--- config.mk ---
export PLATFORM = sky130hd
export DESIGN_NAME = cv32e40p_shadow_obi_mux
export DESIGN_NICKNAME = d
export VERILOG_FILES = /design/src/rtl/cv32e40p_shadow_obi_mux.sv
export SDC_FILE = /design/constraint.sdc
export NUM_CORES = 1
export LEC_CHECK = 0
export BUFFER_PORTS_ARGS = -buffer_cell sky130_fd_sc_hd__buf_2
export CORE_AREA = 2 2 123 125
export DETAILED_ROUTE_END_ITERATION = 6
export DIE_AREA = 0 0 125 127
export MAX_ROUTING_LAYER = met4
export PLACE_DENSITY = 0.45
export SLEW_MARGIN = 20
export SYNTH_ARGS = -nofsm -noshare
export SYNTH_HDL_FRONTEND = slang
export SYNTH_SLANG_ARGS = --single-unit
--- constraint.sdc ---
create_clock -name clk_i -period 1.6 [get_ports clk_i]
set_input_delay 0.08 -clock clk_i [delete_from_list [all_inputs] [get_ports clk_i]]
set_output_delay 0.08 -clock clk_i [all_outputs]
set_load 0.02 [all_outputs]
--- src/rtl/cv32e40p_shadow_obi_mux.sv ---
// Two-to-one OBI data-port mux between the LSU and the shadow-register save controller.
// Shadow wins arbitration, a waiting request is held until granted, and responses are steered by an in-order ID FIFO.
module cv32e40p_shadow_obi_mux #(
  parameter int unsigned MAX_OUTSTANDING = 2,
  parameter int unsigned CNT_WIDTH       = $clog2(MAX_OUTSTANDING + 1)
) (
  input  logic        clk_i,
  input  logic        rst_ni,

  input  logic        lsu_req_i,
  output logic        lsu_gnt_o,
  output logic        lsu_rvalid_o,
  input  logic        lsu_we_i,
  input  logic [3:0]  lsu_be_i,
  input  logic [31:0] lsu_addr_i,
  input  logic [31:0] lsu_wdata_i,
  output logic [31:0] lsu_rdata_o,

  input  logic        shadow_req_i,
  output logic        shadow_gnt_o,
  output logic        shadow_rvalid_o,
  input  logic        shadow_we_i,
  input  logic [3:0]  shadow_be_i,
  input  logic [31:0] shadow_addr_i,
  input  logic [31:0] shadow_wdata_i,
  output logic [31:0] shadow_rdata_o,

  output logic        data_req_o,
  input  logic        data_gnt_i,
  input  logic        data_rvalid_i,
  output logic        data_we_o,
  output logic [3:0]  data_be_o,
  output logic [31:0] data_addr_o,
  output logic [31:0] data_wdata_o,
  input  logic [31:0] data_rdata_i,

  output logic        idle_o
);

  localparam int unsigned          PTR_W    = (MAX_OUTSTANDING > 1) ? $clog2(MAX_OUTSTANDING) : 1;
  localparam logic [CNT_WIDTH-1:0] CNT_MAX  = CNT_WIDTH'(MAX_OUTSTANDING);
  localparam logic [PTR_W-1:0]     PTR_LAST = PTR_W'(MAX_OUTSTANDING - 1);
  localparam logic                 SRC_LSU    = 1'b0;
  localparam logic                 SRC_SHADOW = 1'b1;

  logic                 lock_q, lock_d;
  logic                 lock_src_q, lock_src_d;
  logic [CNT_WIDTH-1:0] cnt_q, cnt_d;
  logic [PTR_W-1:0]     wptr_q, wptr_d;
  logic [PTR_W-1:0]     rptr_q, rptr_d;
  logic                 id_q [MAX_OUTSTANDING];

  logic sel_vld;
  logic sel_src;
  logic push;
  logic pop;
  logic head;

  function automatic logic [PTR_W-1:0] ptr_inc(input logic [PTR_W-1:0] p);
    return (p == PTR_LAST) ? '0 : p + PTR_W'(1);
  endfunction

  // A locked source keeps the port even against a newer shadow request; a full FIFO blocks new issue.
  always_comb begin
    sel_vld = 1'b0;
    sel_src = SRC_LSU;
    if (lock_q) begin
      sel_vld = 1'b1;
      sel_src = lock_src_q;
    end else if (cnt_q == CNT_MAX) begin
      sel_vld = 1'b0;
    end else if (shadow_req_i) begin
      sel_vld = 1'b1;
      sel_src = SRC_SHADOW;
    end else if (lsu_req_i) begin
      sel_vld = 1'b1;
    end
  end

  always_comb begin
    data_req_o   = 1'b0;
    data_we_o    = 1'b0;
    data_be_o    = '0;
    data_addr_o  = '0;
    data_wdata_o = '0;
    if (sel_vld) begin
      if (sel_src == SRC_SHADOW) begin
        data_req_o   = shadow_req_i;
        data_we_o    = shadow_we_i;
        data_be_o    = shadow_be_i;
        data_addr_o  = shadow_addr_i;
        data_wdata_o = shadow_wdata_i;
      end else begin
        data_req_o   = lsu_req_i;
        data_we_o    = lsu_we_i;
        data_be_o    = lsu_be_i;
        data_addr_o  = lsu_addr_i;
        data_wdata_o = lsu_wdata_i;
      end
    end
  end

  assign push         = data_req_o & data_gnt_i;
  assign lsu_gnt_o    = push & (sel_src == SRC_LSU);
  assign shadow_gnt_o = push & (sel_src == SRC_SHADOW);

  // A response with nothing outstanding is ignored rather than corrupting the FIFO.
  assign head            = id_q[rptr_q];
  assign pop             = data_rvalid_i & (cnt_q != '0);
  assign lsu_rvalid_o    = pop & (head == SRC_LSU);
  assign shadow_rvalid_o = pop & (head == SRC_SHADOW);
  assign lsu_rdata_o     = data_rdata_i;
  assign shadow_rdata_o  = data_rdata_i;

  assign idle_o = (cnt_q == '0) & ~lock_q;

  always_comb begin
    lock_d     = lock_q;
    lock_src_d = lock_src_q;
    if (data_req_o && !data_gnt_i) begin
      lock_d     = 1'b1;
      lock_src_d = sel_src;
    end else if (push) begin
      lock_d = 1'b0;
    end
    wptr_d = push ? ptr_inc(wptr_q) : wptr_q;
    rptr_d = pop  ? ptr_inc(rptr_q) : rptr_q;
    case ({push, pop})
      2'b10:   cnt_d = cnt_q + CNT_WIDTH'(1);
      2'b01:   cnt_d = cnt_q - CNT_WIDTH'(1);
      default: cnt_d = cnt_q;
    endcase
  end

  always_ff @(posedge clk_i or negedge rst_ni) begin
    if (!rst_ni) begin
      lock_q     <= 1'b0;
      lock_src_q <= SRC_LSU;
      cnt_q      <= '0;
      wptr_q     <= '0;
      rptr_q     <= '0;
    end else begin
      lock_q     <= lock_d;
      lock_src_q <= lock_src_d;
      cnt_q      <= cnt_d;
      wptr_q     <= wptr_d;
      rptr_q     <= rptr_d;
    end
  end

  // ID storage is only meaningful behind the counter, so it needs no reset.
  always_ff @(posedge clk_i) begin
    if (push) begin
      id_q[wptr_q] <= sel_src;
    end
  end

`ifndef SYNTHESIS
  always_ff @(posedge clk_i) begin
    if (rst_ni) begin
      assert (!(data_rvalid_i && (cnt_q == '0)))
        else $error("obi_mux: rvalid received with no transaction outstanding");
      assert (cnt_q <= CNT_MAX)
        else $error("obi_mux: outstanding count above limit");
    end
  end
`endif

endmodule

==> run_results.csv, run 1 <==
group,metric,value,unit
setup_path,reg2reg_to,"cnt_q[1]",
detailed_routing,totalWireLength,7720,µm
cells_and_area,drive_above_1_share,64.7,%
cells_and_area,final_cell_mix,"175 x buf_2, 48 x a22o_1, 48 x buf_4",
power_and_ir_drop,leakagePower,1.63,nW
setup_path,critPathLaunchType,"flip-flop",
yosys,synth-adder-area-share,0.711,%
detailed_routing,drt_first_pass_iters,4,
run_status,status,"finished, violations left",
setup_path,reg2reg_depth,7,
setup_path,end_kind,"output port",
power_and_ir_drop,p_int,0.00359,W
run_status,failed_checks,"setup timing",
global_routing,grt_pass1_wl,11100,µm
placed_design,hpwl,6050,µm
detailed_routing,first_iter_violations,112,
power_and_ir_drop,switching_power,0.00370,W
yosys,syn_area,1760,µm²
yosys,synth_warnings,0,
yosys,synth-edff-count,2,
placed_design,place_ws,-0.0341,ns
hold_path,hold_class,"input port to flip-flop",
yosys,muxShareOfSynthArea,0.569,%
cts,cts.clk_slew.worst_paths,0.04,ns
cells_and_area,layout_commonest_cell,"buf_2",
cts,numCtsBuffers,3,
sta,worst_slack,-0.132,ns
sta,slew_violations,0,
floorplanning,dieArea,15900,µm²
power_and_ir_drop,clkPwrFrac,6.0,%
power_and_ir_drop,switching_share,50.8,%
placed_design,place_inst,566,
sta,setup_violations,71,
yosys,syn-num-nets,410,
yosys,async_reset_ff_share,75.0,%
setup_path,crit_start,"lock_q",
setup_path,crit_end,"data_wdata_o[7]",
global_routing,antenna_found_initial,0,
power_and_ir_drop,power.share.sequential,6.1,%
detailed_routing,wl_per_cell,13.4,µm
detailed_routing,via_per_inst,3.90,
global_routing,track_usage,8.76,%
sta,hold_viol_final,0,
detailed_routing,drc,0,
global_routing,grt_max_degree,37,
setup_path,reg2reg_slack,0.02,ns
cts,worst_skew_pair.late_latency,0.23,ns
yosys,ys_types,30,
sta,finClkSkew,0.00104,ns
flow_run,maxCapViolCount,0,
yosys,synth_top_flop_cell,"dfrtp_1",
yosys,yosys.area_share.xor_xnor,2.49,%
cts,root_buffer,"clkbuf_16",
cts,cts_tree,"done",
yosys,syn-mean-instance-area,7.55,µm²
detailed_routing,vias,2253,
setup_path,worstPathArrival,1.65,ns
yosys,synthSimpleGateAreaFrac,13.9,%
setup_path,path_max_fanout,11,
power_and_ir_drop,power.density,2430,nW/µm²
floorplanning,core,14400,µm²
global_routing,grt_pass1_vias,2166,
sta,max_freq,577,MHz
yosys,synth-seq-cells,8,
cells_and_area,layout-area-overhead-vs-synth,70.6,%
sta,fin_crit_sh,108,%
sta,tightest_slew,0.226,ns
floorplanning,start_util,12.2,%
floorplanning,die_width,125,µm
sta,slew_headroom,84.8,%
yosys,synthDominantCellAreaShare,28.6,%
yosys,synthCells,233,
yosys,synth_top_cell_by_area,"buf_4",
setup_path,r2r_start,"lock_q",
power_and_ir_drop,p_comb_share,88.0,%
cts,ctsLongestPathBuffers,2,
yosys,synth_top_family_by_area,"buffers and inverters",
cts,cts_max_level,1,
cts,cts.sinks,8,
sta,fin_crit,1.73,ns
cells_and_area,final_util,20.8,%
yosys,yosysSeqAreaShare,11.9,%
setup_path,crit_required,1.52,ns
placed_design,place.gp.congestion,0.825,
global_routing,grt_overflow_total,0,
placed_design,port_buffers,218,
setup_path,worstSetupPathType,"flip-flop to output port",
floorplanning,core.rowCount,44,
cells_and_area,instances_no_fill,578,
cells_and_area,nNetsFinal,572,
power_and_ir_drop,finalPower,0.00729,W
power_and_ir_drop,ir_drop,0.634,mV
cells_and_area,antenna_cells,0,
yosys,ys_top_cells_by_area,"buf_4 29%, a22o_1 24%, dfrtp_1 8.5%, nand2_1 8.5%, a21oi_1 6.5%",
floorplanning,ios,315,
sta,rsz0062_at_grt,"yes",
detailed_routing,antenna_left,0,
yosys,synth-compound-area-share,34.4,%
floorplanning,die_height,127,µm
## per-stage QoR
stage,hold WS [ns],setup TNS [ns],area [µm²]
finish,0.103,-6.33,3000
global route,0.112,-12.11,3000
CTS,0.101,-8.50,2860
detailed placement,-0.0725,-0.0341,2630
global placement,-0.0819,-0.0102,2630
floorplan,-0.216,-0.0124,1790
## power by group through the flow
stage | registers [W] | logic [W] | clock network (W)
after floorplan | 0.000407 | 0.00407 | 0
after global placement | 0.000429 | 0.00541 | 0
after detailed placement | 0.000432 | 0.00543 | 0
after CTS | 0.000438 | 0.00601 | 0.000442
after global routing | 0.000458 | 0.00685 | 0.000457
final | 0.000441 | 0.00642 | 0.000435
## state kept, by name, indices dropped and copies added (netlist names)
name,cells
wptr_q,1
lock_src_q,1
cnt_q,2
rptr_q,1
id_q,2
lock_q,1
## synthesized netlist by cell type, types with 2 or more instances
master,count
edfxtp_1,2
a21oi_1,23
inv_1,3
dfrtp_1,6
buf_6,7
nor2_1,6
nand2_1,40
buf_4,67
xnor2_1,4
buf_2,7
a22o_1,49
## what timing repair did
item	CTS	global route
gates cloned	2	1
gates resized for setup	19	39
hold buffers	1	0
setup endpoints to repair	73	73
pin swaps	3	2
setup buffers	4	0
endpoints found under the hold margin	6	0
## logic make-up (layout without fill, tap and decap cells)
group,Yosys count,count (layout)
buffers and inverters,85,246
AO/OA/AOI/OAI,78,78
AND/OR/NAND/NOR,55,55
flip-flops,8,8
XOR/XNOR,5,5
adder cells (fa/ha/maj),1,1
multiplexers,1,1
## worst min-delay path by stage
stage                     startpoint       end  slack [ns]  depth (start not counted)
after CTS                 data_gnt_i    lock_q        0.10                          2
after floorplan               rst_ni  cnt_q[0]       -0.22                          0
after detailed placement      rst_ni    wptr_q       -0.07                          1
final                     data_gnt_i    lock_q        0.10                          2
after global placement        rst_ni    wptr_q       -0.08                          1
after global routing      data_gnt_i    lock_q        0.11                          2
## worst max-delay path: stages, from the launching register on
cell	delay [ns]
dfrtp_2	0.46
nor2_1	0.12
nand3_1	0.13
o21ai_4	0.09
buf_12	0.15
buf_16	0.14
a22o_1	0.14
buf_2	0.17
## per-layer routing
layer  vias up  part of all wire (%)  GRT usage, %
met5         -                     0             -
met4         0                   2.1          2.61
met3        27                    10          2.18
met2       160                    51          16.2
met1       990                    36          9.20
li1       1076                     -             -
## cell type report
cell class                 instances  area [µm²]
clock buffer                       4        78.8
fill                            1616       11400
inverter                           4        17.5
multi-input combinational        140         967
sequential                         8         214
tap                              184         230
timing repair buffer             238        1490
Power figures use the tool's default switching activity.
==> inputs of run 2 (changes only) <==
--- a/config.mk
+++ b/config.mk
@@ -15,3 +15,4 @@
 export SYNTH_ARGS = -nofsm -noshare
 export SYNTH_HDL_FRONTEND = slang
 export SYNTH_SLANG_ARGS = --single-unit
+export TNS_END_PERCENT = 20
==> run 2 against run 1 <==
Compared with the run above:
- clock skew down 0.00070 ns
- sequential power about the same
- highest routed layer unchanged
- setup slack better by 0.0083 ns
- non-clock buffer count down 2
- combinational power down 7.8%
- the run still ends with setup timing left
==> run_results.csv, run 2 (synthesis results as in run 1) <==
group,metric,value,unit
setup_path,crit_start,"cnt_q[0]",
hold_path,min-delay-start,"data_gnt_i",
power_and_ir_drop,power.share.sequential,6.5,%
setup_path,path_max_fanout,36,
cells_and_area,layout-area-overhead-vs-synth,62.5,%
setup_path,end_kind,"output port",
detailed_routing,drc,0,
detailed_routing,wl_per_cell,13.1,µm
run_status,failed_checks,"setup timing",
run_status,status,"finished, violations left",
sta,worst_slack,-0.124,ns
cells_and_area,antenna_cells,0,
floorplanning,start_util,12.2,%
detailed_routing,vias,2243,
power_and_ir_drop,p_comb_share,87.1,%
power_and_ir_drop,power.density,2380,nW/µm²
cts,worst_skew_pair.late_latency,0.23,ns
placed_design,hpwl,6050,µm
global_routing,grt_pass1_vias,2151,
setup_path,crit_required,1.52,ns
sta,max_freq,580,MHz
sta,tightest_slew,0.274,ns
cells_and_area,final_cell_mix,"203 x buf_2, 49 x a22o_1, 40 x nand2_1",
setup_path,reg2reg_depth,7,
setup_path,worstPathArrival,1.64,ns
setup_path,critPathLaunchType,"flip-flop",
setup_path,worstSetupPathType,"flip-flop to output port",
global_routing,use_met1,8.94,%
floorplanning,core,14400,µm²
floorplanning,die_width,125,µm
sta,slew_headroom,81.7,%
detailed_routing,via_per_inst,3.89,
cells_and_area,nNetsFinal,570,
hold_path,hold_class,"input port to flip-flop",
placed_design,port_buffers,218,
sta,setup_violations,71,
floorplanning,core.rowCount,44,
cts,ctsLongestPathBuffers,2,
power_and_ir_drop,ir_drop,0.636,mV
floorplanning,die_height,127,µm
cts,cts_max_level,1,
cts,numCtsBuffers,3,
sta,fin_crit_sh,108,%
power_and_ir_drop,clkPwrFrac,6.4,%
global_routing,grtUsageMet3,2.18,%
detailed_routing,totalWireLength,7560,µm
cts,cts.clk_slew.worst_paths,0.04,ns
floorplanning,ios,315,
global_routing,grt_busiest_layer,"met2",
sta,fin_crit,1.72,ns
setup_path,r2r_start,"lock_q",
cells_and_area,largest_registers,"cnt_q: 2 flops, id_q: 2 flops",
global_routing,grt_overflow_total,0,
power_and_ir_drop,switching_share,53.1,%
cts,cts.sinks,8,
detailed_routing,drt_first_pass_iters,4,
flow_run,maxCapViolCount,0,
cts,cts_tree,"done",
sta,rsz0062_at_grt,"yes",
global_routing,use_met2,15.4,%
global_routing,antenna_found_initial,0,
global_routing,track_usage,8.42,%
global_routing,grt_max_degree,42,
sta,hold_ws,0.103,ns
cts,root_buffer,"clkbuf_16",
power_and_ir_drop,leakagePower,1.59,nW
floorplanning,dieArea,15900,µm²
hold_path,hold-path-cell-count,2,
cells_and_area,layout_commonest_cell,"buf_2",
detailed_routing,antenna_left,0,
detailed_routing,first_iter_violations,70,
placed_design,place.gp.congestion,0.825,
power_and_ir_drop,p_int,0.00319,W
sta,finClkSkew,0.000335,ns
sta,hold_viol_final,0,
sta,slew_violations,0,
cells_and_area,final_util,19.8,%
power_and_ir_drop,switching_power,0.00361,W
global_routing,grt_pass1_wl,10700,µm
cells_and_area,drive_above_1_share,64.3,%
[run 2: repair_timing]
action	CTS	global route
setup buffers	3	0
resized for setup	16	9
pin swaps	4	1
hold buffers	1	0
hold endpoints to repair	6	0
cloned	1	1
setup endpoints to repair	73	73
[run 2: stage by stage]
step / TNS, ns / instance area, µm² / std cells / total power [W] / worst slack (ns)
5_1_grt: -12.49 / 2860 / 576 / 0.00726 / -0.202
2_1_floorplan: -0.0124 / 1790 / 233 / 0.00448 / -0.0124
6_report: -5.88 / 2860 / 576 / 0.00679 / -0.124
3_5_place_dp: -0.0341 / 2630 / 566 / 0.00586 / -0.0341
3_3_place_gp: -0.0102 / 2630 / 566 / 0.00584 / -0.0102
4_1_cts: -8.43 / 2810 / 575 / 0.00667 / -0.172
[run 2: area by class of cell]
cell class              instances  area [µm²]
clock buffers                   4        78.8
fillers                      1629       11600
inverters                       4        17.5
multi-input cells             140         958
flip-flops and latches          8         214
well taps                     184         230
repair buffers                236        1360
[run 2: power groups by stage]
| stage | Combinational [W] | Clock [W] | Sequential, W |
|---|---|---|---|
| finish | 0.00592 | 0.000432 | 0.000441 |
| global route | 0.00635 | 0.000457 | 0.000458 |
| CTS | 0.00579 | 0.000442 | 0.000438 |
| detailed placement | 0.00543 | 0 | 0.000432 |
| global placement | 0.00541 | 0 | 0.000429 |
| floorplan | 0.00407 | 0 | 0.000407 |
[run 2: worst max-delay path: stages, from the launching register on]
cell and delay [ns]:
dfrtp_1 0.37, nand2b_4 0.17, a22oi_4 0.17, inv_4 0.10
buf_12 0.17, a22o_1 0.25, buf_2 0.16
[run 2: final timing paths]
path / to / slack, ns
max: data_wdata_o[25] / -0.12
min: lock_q / 0.10
max reg2reg: cnt_q[1] / 0.03
min reg2reg: rptr_q / 0.49
max in group asynchronous: cnt_q[1] / 1.20
min in group asynchronous: wptr_q / 0.23
[run 2: metal layers]
layer  up-vias  share of wire, %
li1       1071                 -
met2       156                51
met3        27                10
met5         -                 0
met4         0               2.1
met1       989                36
